<file path="src/rtl/uart_rx_fifo.sv">
// uart_rx_fifo: parametrised UART receiver feeding a first-word-fall-through FIFO, with sticky line-error flags
//   clk, reset_n                     : system clock, asynchronous active-low reset
//   uart_DI                          : serial line, asynchronous to clk
//   uart_DO, uart_valid, uart_ready  : FIFO head word with valid/ready pop handshake
//   fifo_count                       : entries currently held (0..FIFO_DEPTH)
//   frame_err, parity_err, overrun_err : sticky error flags
//   clear_err                        : synchronous clear of all sticky flags
module uart_rx_fifo #(
    parameter int CLKS_PER_BIT = 186,
    parameter int DATA_BITS    = 8,
    parameter int PARITY       = 0,
    parameter int STOP_BITS    = 1,
    parameter int FIFO_DEPTH   = 16,
    parameter bit IDLE_LEVEL   = 1'b1
) (
    input  logic                          clk,
    input  logic                          reset_n,
    input  logic                          uart_DI,
    output logic [DATA_BITS-1:0]          uart_DO,
    output logic                          uart_valid,
    input  logic                          uart_ready,
    output logic [$clog2(FIFO_DEPTH):0]   fifo_count,
    output logic                          frame_err,
    output logic                          parity_err,
    output logic                          overrun_err,
    input  logic                          clear_err
);
    localparam int CW = $clog2(CLKS_PER_BIT) + 1;
    localparam int AW = $clog2(FIFO_DEPTH);

    typedef enum logic [2:0] {IDLE, START, DATA, PAR, STOP} state_t;

    state_t               st, nxt;
    logic                 sync1, rxs, armed, tick, done;
    logic                 par_bad, stop_bad, fbad, good, pop, push, full;
    logic [1:0]           fill;
    logic [CW-1:0]        cnt;
    logic [3:0]           bit_idx;
    logic [DATA_BITS-1:0] shreg;
    logic [DATA_BITS-1:0] mem [FIFO_DEPTH];
    logic [AW:0]          wp, rp;

    // fill marks when rxs holds a real line sample rather than its reset value,
    // so a line held active across reset release cannot arm the receiver
    always_ff @(posedge clk or negedge reset_n)
        if (!reset_n) begin
            sync1 <= IDLE_LEVEL;
            rxs   <= IDLE_LEVEL;
            fill  <= '0;
            armed <= 1'b0;
        end else begin
            sync1 <= uart_DI;
            rxs   <= sync1;
            fill  <= {fill[0], 1'b1};
            armed <= armed | (fill[1] && rxs == IDLE_LEVEL);
        end

    always_ff @(posedge clk or negedge reset_n)
        if (!reset_n) st <= IDLE;
        else st <= nxt;

    always_comb begin
        nxt  = st;
        done = 1'b0;
        tick = (st == START) ? (cnt == CW'(CLKS_PER_BIT / 2)) : (cnt == CW'(CLKS_PER_BIT - 1));
        case (st)
            IDLE:  if (armed && rxs != IDLE_LEVEL) nxt = START;
            START: if (tick) nxt = (rxs == IDLE_LEVEL) ? IDLE : DATA;
            DATA:  if (tick && bit_idx == 4'(DATA_BITS - 1)) nxt = (PARITY != 0) ? PAR : STOP;
            PAR:   if (tick) nxt = STOP;
            STOP:  if (tick && bit_idx == 4'(STOP_BITS - 1)) begin
                nxt  = IDLE;
                done = 1'b1;
            end
            default: nxt = IDLE;
        endcase
    end

    // par_bad folds the parity sense in: odd parity is bad when the XOR is 0
    always_ff @(posedge clk or negedge reset_n)
        if (!reset_n) begin
            cnt      <= '0;
            bit_idx  <= '0;
            shreg    <= '0;
            par_bad  <= 1'b0;
            stop_bad <= 1'b0;
        end else begin
            cnt      <= (st == IDLE || nxt != st || tick) ? '0 : cnt + CW'(1);
            bit_idx  <= (nxt != st) ? '0 : (tick && (st == DATA || st == STOP)) ? bit_idx + 4'd1 : bit_idx;
            if (tick && st == DATA) shreg <= {rxs, shreg[DATA_BITS-1:1]};
            par_bad  <= (st == IDLE) ? 1'b0 : (tick && st == PAR) ? ^{shreg, rxs, (PARITY == 1)} : par_bad;
            stop_bad <= (st == IDLE) ? 1'b0 : (tick && st == STOP) ? (stop_bad | (rxs != IDLE_LEVEL)) : stop_bad;
        end

    assign fbad       = stop_bad | (rxs != IDLE_LEVEL);
    assign good       = done && !fbad && !par_bad;
    assign uart_valid = wp != rp;
    assign pop        = uart_valid && uart_ready;
    assign full       = (wp ^ rp) == {1'b1, {AW{1'b0}}};
    assign push       = good && (!full || pop);
    assign fifo_count = wp - rp;
    assign uart_DO    = uart_valid ? mem[rp[AW-1:0]] : '0;

    always_ff @(posedge clk)
        if (push) mem[wp[AW-1:0]] <= shreg;

    always_ff @(posedge clk or negedge reset_n)
        if (!reset_n) begin
            wp          <= '0;
            rp          <= '0;
            frame_err   <= 1'b0;
            parity_err  <= 1'b0;
            overrun_err <= 1'b0;
        end else begin
            wp          <= wp + {{AW{1'b0}}, push};
            rp          <= rp + {{AW{1'b0}}, pop};
            frame_err   <= (done && fbad) | (frame_err & ~clear_err);
            parity_err  <= (done && !fbad && par_bad) | (parity_err & ~clear_err);
            overrun_err <= (good && full && !pop) | (overrun_err & ~clear_err);
        end
endmodule

</file>
<file path="config.mk">
export PLATFORM = sky130hd
export DESIGN_NAME = uart_rx_fifo
export DESIGN_NICKNAME = d
export VERILOG_FILES = /design/src/rtl/uart_rx_fifo.sv
export SDC_FILE = /design/constraint.sdc
export NUM_CORES = 1
export LEC_CHECK = 0
export BUFFER_PORTS_ARGS = -buffer_cell sky130_fd_sc_hd__buf_2
export CAP_MARGIN = 0
export CORE_MARGIN = 2
export CORE_UTILIZATION = 25
export DETAILED_ROUTE_END_ITERATION = 8
export GPL_TIMING_DRIVEN = 0
export PLACE_DENSITY = 0.38
export SLEW_MARGIN = 20
export SYNTH_ARGS = -nofsm -noshare
export SYNTH_HDL_FRONTEND = slang
export SYNTH_SLANG_ARGS = --single-unit
</file>
<file path="constraint.sdc">
create_clock -name clk -period 4.3 [get_ports clk]
set_input_delay 0.43 -clock clk [delete_from_list [all_inputs] [get_ports clk]]
set_output_delay 0.43 -clock clk [all_outputs]
set_load 0.01 [all_outputs]
</file>
# Yosys cells after proc, flatten, opt, wreduce, memory -nomap -nowiden
# Memory sizes are Yosys's and may differ from the RTL's.
# Index checks and enable logic that the tools add are counted.
dict set report word_totals {
  register_bits 44
  ramBits 128
  input_bits 5
  out_inout_bits 17
  mem_count 1
}
# memory words word_bits rd rd_ports_with_merged_regs write_ports line
set mem_list {}
lappend mem_list {mem 16 8 1 0 1 40} ;# logic [DATA_BITS-1:0] mem [FIFO_DEPTH];
dict set report classes {
  add_sub_neg 5
  eq_ne 10
  muxes 20
  bitwise_logic 11
  reduce_logical 30
}
# operator n
set ops {}
lappend ops {{$logic_and 1x1->1} 16}
lappend ops {{$mux 3} 5}
lappend ops {{$pmux 3 s5} 1}
lappend ops {{$add 5x1->5} 2}
lappend ops {{$reduce_xor 10->1} 1}
lappend ops {{$add 9x1->9 const B} 1}
lappend ops {{$eq 9x7->1 const B} 1}
lappend ops {{$eq 9x8->1 const B} 1}
lappend ops {{$mux 1} 9}
lappend ops {{$mux 9} 1}
lappend ops {{$mux 4} 2}
lappend ops {{$mux 8} 1}
lappend ops {{$eq 3x2->1 const B} 2}
lappend ops {{$reduce_bool 2->1} 3}
lappend ops {{$eq 5x5->1 const B} 1}
lappend ops {{$ne 5x5->1} 1}
lappend ops {{$or 1x1->1} 5}
lappend ops {{$sub 5x5->5} 1}
lappend ops {{$xor 5x5->5} 1}
lappend ops {{$add 4x1->4 const B} 1}
lappend ops {{$eq 4x3->1 const B} 1}
lappend ops {{$logic_not 1->1} 4}
lappend ops {{$logic_not 4->1} 1}
lappend ops {{$logic_or 1x1->1} 4}
lappend ops {{7 further kinds} 10}

# Depth between registers and ports, before layout
dict set report logic_depth {
  ltp_word 10
  ltp_mapped 12
}

# Least setup slack after synthesis
# OpenSTA, ideal clock, no wires.
dict set report synth_path {
  kind {reg2reg}
  start {register cnt[2]}
  end {memory mem[11][0] (enable)}
  setup_ps 395
  t_arrival_ps 2770
  required_ps 3905
  slack_ps 1136
  stages_incl_launch_ff 8
  synth_period_minus_slack_ps 3164
  path_cell_list {dfrtp_1 and4bb_2 mux2i_1 or2_1 or4b_1 buf_2 buf_6 nor4_1}
}
dict set report synth_via {
  elab_chain_cells 10
}
# element line
set synth_rtl {}
lappend synth_rtl {{start, declared} 37} ;# logic [CW-1:0] cnt;
lappend synth_rtl {{start signal, assigned} 88} ;# cnt <= (st == IDLE || nxt != st || tick) ? '0 : cnt + CW'(1);
lappend synth_rtl {{$eq 9x8->1 / $eq 9x7->1 (equally long branches)} 65} ;# tick = (st == START) ? (cnt == CW'(CLKS_PER_BIT / 2)) : (cnt == CW'(CLKS_PER_BIT - 1));
lappend synth_rtl {{$mux 1 *} 65}
lappend synth_rtl {{$logic_and 1x1->1 *} 71} ;# STOP: if (tick && bit_idx == 4'(STOP_BITS - 1)) begin
lappend synth_rtl {{$mux 1 *} 71}
lappend synth_rtl {{$mux 1 *} 66} ;# case (st)
lappend synth_rtl {{$logic_and 1x1->1 * (2 in a row)} 96} ;# assign good = done && !fbad && !par_bad;
lappend synth_rtl {{$logic_and 1x1->1 *} 100} ;# assign push = good && (!full || pop);
lappend synth_rtl {{$mux 1 *} 105} ;# if (push) mem[wp[AW-1:0]] <= shreg;
lappend synth_rtl {{$mux 1 (implied by the code) *} 105}
lappend synth_rtl {{end, declared} 40}
# Mark *: on every way between the ends. The rest lies on a longest branch, timed or not.

# Worst setup path after layout
dict set report layout_path {
  start {register rp[1]}
  end {register wp[2]}
}
dict set report layout_via {
  elab_chain_cells 6
}
# element line
set layout_rtl {}
lappend layout_rtl {{start, declared} 41} ;# logic [AW:0] wp, rp;
lappend layout_rtl {{start signal, assigned} 116} ;# rp <= rp + {{AW{1'b0}}, pop};
lappend layout_rtl {{$xor 5x5->5} 99} ;# assign full = (wp ^ rp) == {1'b1, {AW{1'b0}}};
lappend layout_rtl {{$eq 5x5->1} 99}
lappend layout_rtl {{$logic_not 1->1} 100}
lappend layout_rtl {{$logic_or 1x1->1 *} 100}
lappend layout_rtl {{$logic_and 1x1->1 *} 100}
lappend layout_rtl {{$add 5x1->5 *} 115} ;# wp <= wp + {{AW{1'b0}}, push};
lappend layout_rtl {{end signal, assigned} 115}
lappend layout_rtl {{end, declared} 41}
# Marked as above.
# A chain may end at the register's enable or synchronous reset.

==> impl_metrics.csv <==
group,metric,value,unit
status,outcome,"completed",
yosys,synthCells,425,
clock_network,cts_hold_buf,0,
place,portBuffers,21,
worst_setup_path,cp_max_fo,10,
yosys,synth.distinct_cells,47,
yosys,synth_edf_count,128,
timing,finalHoldViolations,0,
detailed_routing,postRouteAntennaNets,0,
finish,final_util,30.1,%
timing,period_needed,3.91,ns
detailed_routing,wire_per_inst,17.8,um
floorplan,num_rows,62,
worst_setup_path,worstPathRequired,4.59,ns
detailed_routing,first_iter_violations,304,
clock_network,cts_root_buf,"clkbuf_16",
clock_network,cts_buffers,17,
detailed_routing,dr_total_vias,3822,
power_and_ir_drop,finalPower,4.67,mW
clock_network,post_cts_resized,0,
clock_network,clockBufferDepth,2,
detailed_routing,routed_wl,15600,um
floorplan,core,28600,um^2
clock_network,cts.sinks,172,
timing,slew_headroom,32.8,%
timing,drv_slew,0,
worst_setup_path,path_common_cell,"ha_1",
worst_setup_path,end_kind,"flop",
yosys,yosysTopAreaCellShare,53.0,%
worst_setup_path,crit_chain,"clkbuf_1, buf_1, inv_1, ha_1, nand4_1, nor3_2, clkbuf_1, nor2_1, ha_1, ha_1, xor2_1",
power_and_ir_drop,clkPwrFrac,33.3,%
power_and_ir_drop,share_comb_of_total_power,26.6,%
floorplan,die_h,174,um
yosys,synth_area_leader_cell,"edfxtp_1",
yosys,synth.cell_area,7250,um^2
worst_setup_path,cpLargestDelayFamily,"buffers and inverters",
timing,fin_ws,0.394,ns
worst_setup_path,worstPathArrival,4.20,ns
clock_network,clk_pin_slew,0.08,ns
power_and_ir_drop,swShare,30.1,%
yosys,yosysSeqAreaShare,68.3,%
min_path,hp-class,"primary input to async pin",
timing,finClkSkew,0.0212,ns
timing,fin_hold_ws,0.00514,ns
power_and_ir_drop,p_per_area,542,nW/um^2
place,gp_congestion,0.741,
power_and_ir_drop,seq_power_share,40.1,%
worst_setup_path,start_kind,"flop",
clock_network,postCtsSetupBuffers,0,
worst_setup_path,slowest_delay,0.65,ns
timing,fin_crit_sh,90.8,%
place,place_hpwl,11000,um
place,dpl_worst_slack,0.331,ns
global_routing,grt-ovfl-total,0,
finish,finalNetCount,499,
timing,rsz0062_at_grt,"no",
power_and_ir_drop,internal-power,3.26,mW
finish,areaGrowthSynthToFinish,19.0,%
detailed_routing,firstDrtPassIters,4,
global_routing,grt_max_degree,45,
yosys,synth.area.top_cells,"edfxtp_1 53%, dfrtp_1 15%, mux4_2 12%, xnor2_1 2.3%, ha_1 2.1%",
clock_network,htreeDepth,4,
finish,drive_gt1_share,29.6,%
floorplan,fp.dieW,174,um
floorplan,dieArea,30400,um^2
worst_setup_path,crit_slowest_cell,"nor3_2",
clock_network,cts_tree,"built",
power_and_ir_drop,leakagePower,3.06,nW
timing,worstMarginPinSlew,1.00,ns
yosys,syn_avg_cell_area,17.1,um^2
finish,most-common-layout-cells,"128 x edfxtp_1, 42 x dfrtp_1, 40 x buf_2, 40 x mux4_2, 28 x nor2_1",
worst_setup_path,crit_buf_inv,4,
timing,finalSetupViolCount,0,
timing,fmax,256,MHz
worst_setup_path,crit_type,"flop to flop",
yosys,synth_nets,443,
yosys,yosysWarningCount,0,
floorplan,start_util,25.3,%
global_routing,track_usage,10.9,%
detailed_routing,drc,0,
detailed_routing,vias_per_cell,4.35,
clock_network,clk_latency,0.43,ns
yosys,ys_seq_elements,172,
power_and_ir_drop,max-vdd-ir-drop,0.000218,V
finish,diodes,0,
power_and_ir_drop,p_switching,1.41,mW
global_routing,grt_antenna_before_repair,0,
global_routing,grt_pass1_vias,3959,
flow_run,drv_cap,0,
finish,layout_commonest_cell,"edfxtp_1",
global_routing,grt_pass1_wl,24400,um
yosys,async_flop_share,25.6,%
floorplan,num_io_pins,22,
yosys,synthFlopType,"edfxtp_1",
==> logic make-up after synthesis <==
family,synth area share [%]
AO/OA/AOI/OAI,1.92
AND/OR/NAND/NOR,7.98
XOR/XNOR,3.57
multiplexers,13.9
buffers and inverters,1.93
other,0.0517
adder cells (fa/ha/maj),2.35
flip-flops,68.3
==> per-stage QoR <==
stage / std cells / setup TNS, ns / area [um^2]
6_report: 878 / 0 / 8620
5_1_grt: 878 / 0 / 8620
4_1_cts: 878 / 0 / 8620
3_5_place_dp: 846 / 0 / 8020
3_3_place_gp: 830 / -28.04 / 7830
2_1_floorplan: 425 / 0 / 7250
==> cell usage after synthesis, types with 2 or more instances <==
cell type,count
clkbuf_1,9
a21oi_1,5
mux2i_1,2
inv_1,17
o22ai_1,3
nand2b_1,6
buf_2,4
mux2_2,8
xnor2_1,19
nor2_1,28
dfrtp_1,42
edfxtp_1,128
ha_1,12
and3b_1,2
nor4_1,17
nand2_1,13
buf_1,2
or2_2,2
nand4_1,3
nand3_1,9
nor3b_1,3
mux4_2,40
o21ai_0,5
xor2_1,8
dfstp_2,2
nor3_1,3
and4bb_2,2
a21o_1,3
nor2b_1,10
==> final timing paths <==
path,startpoint,to,slack [ns],cells after the start
max,rp[1],wp[2],0.39,11
min,reset_n,bit_idx[1],0.005,1
max reg2reg,rp[1],wp[2],0.39,11
min reg2reg,fill[0],fill[1],0.36,0
max in group asynchronous,reset_n,wp[4],3.89,1
min in group clk,uart_DI,sync1,0.10,1
==> metal layers <==
metal | GRT usage (%) | vias to the layer above | share of wire (%)
met2 | 17.7 | 36 | 50
met5 | 0 | - | 0
li1 | - | 1762 | -
met1 | 14.4 | 2013 | 47
met4 | 3.15 | 0 | 0.79
met3 | 2.76 | 11 | 3.0
==> flip-flops by register name, indices dropped and copies added (netlist names), 2 cells and up <==
| name | count |
|---|---|
| mem | 128 |
| cnt | 9 |
| shreg | 8 |
| rp | 5 |
| wp | 5 |
| bit_idx | 4 |
| st | 3 |
| fill | 2 |
==> area by class of cell <==
| cell class | instances | area, um^2 |
|---|---|---|
| Inverter | 18 | 67.6 |
| Buffer | 16 | 72.6 |
| Clock buffer | 17 | 425 |
| Clock inverter | 15 | 176 |
| Sequential cell | 172 | 4950 |
| Timing Repair Buffer | 37 | 188 |
| Multi-Input combinational cell | 219 | 2270 |
| Tap cell | 384 | 480 |
| Fill cell | 2836 | 20000 |
==> power groups by stage <==
stage | registers (mW) | logic [mW] | clock network [mW]
2_1_floorplan | 1.89 | 0.876 | 0
3_3_place_gp | 1.91 | 1.28 | 0
3_5_place_dp | 1.91 | 1.29 | 0
4_1_cts | 1.88 | 1.29 | 1.60
5_1_grt | 1.88 | 1.37 | 1.66
6_report | 1.87 | 1.24 | 1.55
Power figures use the tool's default switching activity.
